<file path="config.mk">
export PLATFORM = sky130hd
export DESIGN_NAME = lsu_mem_port
export DESIGN_NICKNAME = d
export VERILOG_FILES = /design/src/rtl/lsu_mem_port.sv
export SDC_FILE = /design/constraint.sdc
export NUM_CORES = 1
export LEC_CHECK = 0
export ABC_AREA = 1
export CORE_ASPECT_RATIO = 1.5
export CORE_UTILIZATION = 47
export DETAILED_ROUTE_END_ITERATION = 16
export PLACE_DENSITY = 0.88
export REMOVE_ABC_BUFFERS = 1
export SYNTH_ARGS = -nofsm -noshare
export SYNTH_HDL_FRONTEND = slang
export SYNTH_SLANG_ARGS = --single-unit
</file>
<file path="constraint.sdc">
create_clock -name clk -period 6.3 [get_ports clk]
set_input_delay 1.26 -clock clk [delete_from_list [all_inputs] [get_ports clk]]
set_output_delay 1.26 -clock clk [all_outputs]
set_load 0.01 [all_outputs]
</file>
<file path="src/rtl/lsu_mem_port.sv">
// Load/store unit bridging byte-addressed MEM-stage requests to a word-addressed, registered-input memory.
// Optional LSU_ALIGN_CHECK_EN: reject misaligned/out-of-range requests instead of force-aligning them.
module lsu_mem_port #(
    parameter int MEM_WORDS = 128,
    parameter int WIDTH     = 32
) (
    input  logic             clk,
    input  logic             rst,
    input  logic             req_valid,
    output logic             req_ready,
    input  logic             req_we,
    input  logic [1:0]       req_size,
    input  logic             req_unsigned,
    input  logic [31:0]      req_addr,
    input  logic [WIDTH-1:0] req_wdata,
    output logic             resp_valid,
    output logic [WIDTH-1:0] resp_rdata,
    output logic             resp_err,
    output logic             mem_w_enable,
    output logic             mem_r_enable,
    output logic [31:0]      mem_addr,
    output logic [WIDTH-1:0] mem_wdata,
    input  logic [WIDTH-1:0] mem_rdata
);

    localparam logic [2:0] S_IDLE    = 3'd0;
    localparam logic [2:0] S_CHK     = 3'd1;
    localparam logic [2:0] S_LD_REQ  = 3'd2;
    localparam logic [2:0] S_LD_DATA = 3'd3;
    localparam logic [2:0] S_RMW_RD  = 3'd4;
    localparam logic [2:0] S_RMW_MRG = 3'd5;
    localparam logic [2:0] S_ST_WR   = 3'd6;
    localparam logic [2:0] S_RESP    = 3'd7;

    logic [2:0]  state;
    logic [31:0] a_addr;
    logic [1:0]  a_size;
    logic        a_we;
    logic        a_uns;
    logic [31:0] a_wdata;

    logic [1:0]  size_eff;
    logic [29:0] word_idx;
    logic        req_err;
    logic [7:0]  lane_b;
    logic [15:0] lane_h;
    logic [31:0] load_data;
    logic [31:0] merge_word;

    assign req_ready = (state == S_IDLE) && !rst;

`ifdef LSU_ALIGN_CHECK_EN
    assign size_eff = a_size;
    assign word_idx = a_addr[31:2];
    assign req_err  = (a_size == 2'b11)
                   || ((a_size == 2'b01) && a_addr[0])
                   || ((a_size == 2'b10) && (a_addr[1:0] != 2'b00))
                   || (a_addr[31:2] >= 30'(MEM_WORDS));
`else
    // Without checking, size 11 behaves as a word and the index wraps within the memory.
    assign size_eff = (a_size == 2'b11) ? 2'b10 : a_size;
    assign word_idx = a_addr[31:2] & 30'(MEM_WORDS - 1);
    assign req_err  = 1'b0;
`endif

    assign lane_b = mem_rdata[{a_addr[1:0], 3'b000} +: 8];
    assign lane_h = mem_rdata[{a_addr[1], 4'b0000} +: 16];

    always_comb begin
        load_data  = mem_rdata;
        merge_word = mem_rdata;
        case (size_eff)
            2'b00: begin
                load_data = a_uns ? {24'h0, lane_b} : {{24{lane_b[7]}}, lane_b};
                merge_word[{a_addr[1:0], 3'b000} +: 8] = a_wdata[7:0];
            end
            2'b01: begin
                load_data = a_uns ? {16'h0, lane_h} : {{16{lane_h[15]}}, lane_h};
                merge_word[{a_addr[1], 4'b0000} +: 16] = a_wdata[15:0];
            end
            default: begin
                load_data  = mem_rdata;
                merge_word = mem_rdata;
            end
        endcase
    end

    always_ff @(posedge clk) begin
        if (state == S_IDLE && req_valid && !rst) begin
            a_addr  <= req_addr;
            a_size  <= req_size;
            a_we    <= req_we;
            a_uns   <= req_unsigned;
            a_wdata <= req_wdata;
        end
    end

    // Outputs are set on entry to the state that owns them, so they are high exactly while in it.
    always_ff @(posedge clk) begin
        if (rst) begin
            state        <= S_IDLE;
            resp_valid   <= 1'b0;
            resp_err     <= 1'b0;
            resp_rdata   <= '0;
            mem_w_enable <= 1'b0;
            mem_r_enable <= 1'b0;
            mem_addr     <= '0;
            mem_wdata    <= '0;
        end else begin
            mem_w_enable <= 1'b0;
            mem_r_enable <= 1'b0;
            resp_valid   <= 1'b0;
            resp_err     <= 1'b0;
            resp_rdata   <= '0;
            case (state)
                S_IDLE: begin
                    if (req_valid) state <= S_CHK;
                end
                S_CHK: begin
                    if (req_err) begin
                        state      <= S_RESP;
                        resp_valid <= 1'b1;
                        resp_err   <= 1'b1;
                    end else if (!a_we) begin
                        state        <= S_LD_REQ;
                        mem_r_enable <= 1'b1;
                        mem_addr     <= {2'b00, word_idx};
                    end else if (size_eff == 2'b10) begin
                        state        <= S_ST_WR;
                        mem_w_enable <= 1'b1;
                        mem_addr     <= {2'b00, word_idx};
                        mem_wdata    <= a_wdata;
                    end else begin
                        state        <= S_RMW_RD;
                        mem_r_enable <= 1'b1;
                        mem_addr     <= {2'b00, word_idx};
                    end
                end
                S_LD_REQ:  state <= S_LD_DATA;
                S_LD_DATA: begin
                    state      <= S_RESP;
                    resp_valid <= 1'b1;
                    resp_rdata <= load_data;
                end
                S_RMW_RD:  state <= S_RMW_MRG;
                S_RMW_MRG: begin
                    state        <= S_ST_WR;
                    mem_w_enable <= 1'b1;
                    mem_wdata    <= merge_word;
                end
                S_ST_WR: begin
                    state      <= S_RESP;
                    resp_valid <= 1'b1;
                end
                default: state <= S_IDLE;
            endcase
        end
    end

endmodule

</file>
Yosys cells after proc, flatten, opt, wreduce, memory -nomap -nowiden. Index checks and enable logic that the tools add are counted.

Register bits after elaboration: 122. Input bits: 103.

Eq/ne operators: 12. Multiplexer cells: 20. Bitwise logic cells: 2. Reduce and logical (&&, ||, !) cells: 11. $add $sub $neg: 2. Shift-type cells: 6.

Operator list (number): $pmux W32 S2 (3); $mux W32 (4); $bwmux W32 (2); $shift A16 B7 Y32 const A (1); $shift A8 B7 Y32 const A (1); $shiftx A16 B7 Y32 (1); $shiftx A32 B6 Y16 (1); $shiftx A32 B6 Y8 (1); $shiftx A8 B7 Y32 (1); $pmux W3 S6 (1); $neg A5 Y7 (2); $eq A3 B3 Y1 const B (3); $eq A3 B2 Y1 const B (2); $mux W3 (2); $ne A2 B2 Y1 const B (3); $reduce_or A2 Y1 (3); $mux W1 (5); $eq A2 B2 Y1 const B (2); $mux W2 (2); $eq A3 B1 Y1 const B (1); $logic_and A1 B1 Y1 (3); $logic_not A3 Y1 (1); $reduce_and A3 Y1 (1); $eq A2 B1 Y1 const B (1); 5 further kinds (6).

Logic depth before layout (Yosys ltp).
Word-level depth: 6. Mapped depth: 12. Depth with buffers taken out: 10.

Worst setup path before layout. OpenSTA, ideal clock, no wires.

Path type: input -> register. Start: input port rst. End: register a_addr[0] (enable). Stages on the path: 1. Data arrival time: 4.597 ns. Required time: 5.787 ns. Path buffers: 0. Setup slack: 1.190 ns. Path through: nor3b_1.

Cells in the longest elaborated chain, start to end: 2.

Ends and longest elaborated chain: from (decl) (line 8) `input logic rst,`; $logic_not A1 Y1 (line 89) `if (state == S_IDLE && req_valid && !rst) begin`; $logic_and A1 B1 Y1 (line 89); to (signal assigned) (line 90) `a_addr <= req_addr;`; to (decl) (line 36) `logic [31:0] a_addr;`.

Every way passes these cells. A chain may end at the register's enable or synchronous reset.

Worst setup path in the final report.
Start: input port rst. End: output port req_ready.

Cells in the longest elaborated chain, start to end: 2.

Ends and longest elaborated chain: $logic_not A1 Y1 (line 50) `assign req_ready = (state == S_IDLE) && !rst;`; $logic_and A1 B1 Y1 (line 50); to (decl) (line 10) `output logic req_ready,`.

Every way passes these cells.

==> metrics <==
Mapped Avg Cell Area 7.413 µm²; initial core utilization 0.4796; die area 14160 µm²; total design power 2.398 mW; Max Freq 0.2378 GHz; Seq cells post-synth 122; routability cong. 0.9372; CTS Buf Count 17; run status completed; RSZ-0062 raised after global routing no; GR Layer Usage met3 0.07081; Seq/Total Area, Yosys 0.4501; min Tclk post-route 4.206 ns; async set-or-reset flop fraction in the synthesized netlist 0; Worst Path Required 5.04 ns; synthesized netlist cell count 867; ys flop type dfxtp_1; Post-synth EDFFs 45; Rows 52; H-tree levels 4; period utilization 0.6676; drt via density 5.479; warnings from Yosys 0; Static Leak 3.605 nW; TNS Setup 0 ns; layout cells sized above 1 0.07269; post-synth cell types 34; CP max FO 15; GR Overflow Total 0; Post-Layout Cell Count 1181; WHS Path Cells 2; Nets 1113; worst min path class reg2reg; Clk Latency, worst-skew pair 0.43 ns; cell chain of the critical path clkdlybuf4s50_1 > nor2_1 > clkdlybuf4s50_1; Slew headroom 0.2573; GR peak layer met2; initial antenna violation count 1; Die Wd 97.48 µm; element type at the critical path end output port; ANT nets after route 0; pwr dens 284.1 nW/µm²; DRC violation count after routing 0; met1 Usage GRT 0.3095; DR vias 6471; crit-path most repeated cell clkdlybuf4s50_1; CORE AREA 13400 µm²; Final Cell Area 8442 µm²; Inst Count DP 1148; Ports 204; skew final 0.01291 ns; die height 145.2 µm; HPWL Detailed 12.71 mm; drt first pass iters 6; hold-fix buffers at CTS 0; multi-input logic area 2907 µm²; Levels on crit path 3; setup violators final 0; Area Overhead vs Synth 31.34%; CP bufs+invs 2; Critical Path Max Stage Delay 1.05 ns; clk root buf clkbuf_16; post-CTS setup buffers 0; Clock Pin Slew Worst Setup and Hold Paths 0.06 ns; DRT iter0 DRCs 802; CP max-delay cell clkdlybuf4s50_1; global-route wire length before repair 30.55 mm; most common cell after layout, fill and taps aside nand2_1; worst-margin pin slew 1.113 ns; kind of critical path in2out; startpoint types input pin; Fillers 1104; final WL 19.58 mm; vias in the first global route 6098; met2 global-route usage 0.4322; Netlist Area Pre-Place 6427 µm²; crit path DAT 2.95 ns; fin. max-slew vios 0; Resized cells post-CTS 0; pin count of the biggest net entering global routing 83; worst vdd rail ir drop 0.1774 mV; register area 2893 µm²; Max-Cap Viols 0; final hold viol count 0; cell family with most CP delay buffers and inverters; Max Root-Sink Buffers 2; commonest cells after routing, fill and taps aside 226 x nand2_1, 154 x clkdlybuf4s50_1, 128 x nor2_1; Total GRT Usage 0.2762; area post-placement 7858 µm²; # port buffers 154; CTS tree built; Worst R2R Path Depth 10; Routed WL per cell 16.57 µm; Clock Sinks 122
[worst paths after layout]
| check | endpoint | slack [ns] | from |
|---|---|---|---|
| hold / removal | mem_wdata[1] | 0.47 | mem_wdata[1] |
| hold reg to reg | mem_wdata[1] | 0.47 | mem_wdata[1] |
| setup reg to reg | mem_wdata[2] | 3.35 | a_addr[1] |
| setup / recovery | req_ready | 2.09 | rst |
[sequential cells by signal, indices dropped and copies added, names as in the netlist, 2 cells and up]
register / cells
a_addr: 9
resp_rdata: 32
mem_addr: 7
a_size: 2
mem_wdata: 32
state: 3
a_wdata: 32
[per-layer routing]
| metal | share of wire | wire (µm) |
|---|---|---|
| met5 | 0 | 0 |
| met4 | 0.083 | 1615 |
| met3 | 0.096 | 1880 |
| met2 | 0.47 | 9124 |
| met1 | 0.36 | 6955 |
[cells in the mapped netlist, types with 5 or more instances]
library cell | n | area, µm²
buf_6 | 8 | 90.09
a21boi_0 | 8 | 60.06
a21oi_2 | 15 | 131.4
inv_2 | 7 | 26.28
edfxtp_1 | 45 | 1351
o21ai_1 | 21 | 105.1
buf_4 | 33 | 247.7
o21ai_0 | 64 | 320.3
buf_2 | 15 | 75.07
nand3_1 | 40 | 200.2
nand2_1 | 226 | 848.3
dfxtp_1 | 77 | 1541
o211ai_1 | 5 | 37.54
inv_1 | 64 | 240.2
a21oi_1 | 73 | 365.4
nor2_1 | 128 | 480.5
clkbuf_1 | 7 | 26.28
ha_1 | 5 | 62.56
[cell type report]
class / instances / area share
antenna: 1 / 0.0002964
clock buffer: 17 / 0.05039
clock inverter: 15 / 0.01853
inverter: 75 / 0.03364
multi-input combinational: 631 / 0.3443
sequential: 122 / 0.3427
tap: 162 / 0.02401
timing repair buffer: 158 / 0.1862
[power by group]
part / internal [mW] / leakage (nW) / switching, mW
clock: 0.559 / 0.283 / 0.415
combinational: 0.203 / 2.28 / 0.289
sequential: 0.893 / 1.04 / 0.0387
[per-stage QoR]
stage,utilization,worst slack (ns),hold slack [ns]
after floorplan,-,1.190,0.4475
final,0.6299,2.094,0.4664
after global placement,0.5863,2.120,0.4553
after global routing,0.6299,2.010,0.4937
after detailed placement,0.5863,2.090,0.4594
after CTS,0.6297,2.095,0.4684
[worst reg2reg max path: cells and delay by family (launching register included)]
| kind | cells | cell delay, ns |
|---|---|---|
| flops | 1 | 0.32 |
| compound gates | 1 | 0.11 |
| fa+ha+maj | 1 | 0.44 |
| buf+inv | 2 | 0.99 |
| simple gates | 6 | 1.02 |
[logic make-up (layout without fill, tap and decap cells)]
| logic type | after synthesis | after routing | synth area share |
|---|---|---|---|
| AOI/OAI and AO/OA | 192 | 192 | 0.1657 |
| other | 1 | 27 | 0.0005834 |
| DFF | 122 | 122 | 0.4501 |
| adders and majority gates | 5 | 5 | 0.009733 |
| buffers and inverters | 139 | 265 | 0.1131 |
| muxes | 1 | 1 | 0.001557 |
| and+or+nand+nor | 407 | 407 | 0.2593 |
Note: power is estimated with default switching activity, not from simulation.
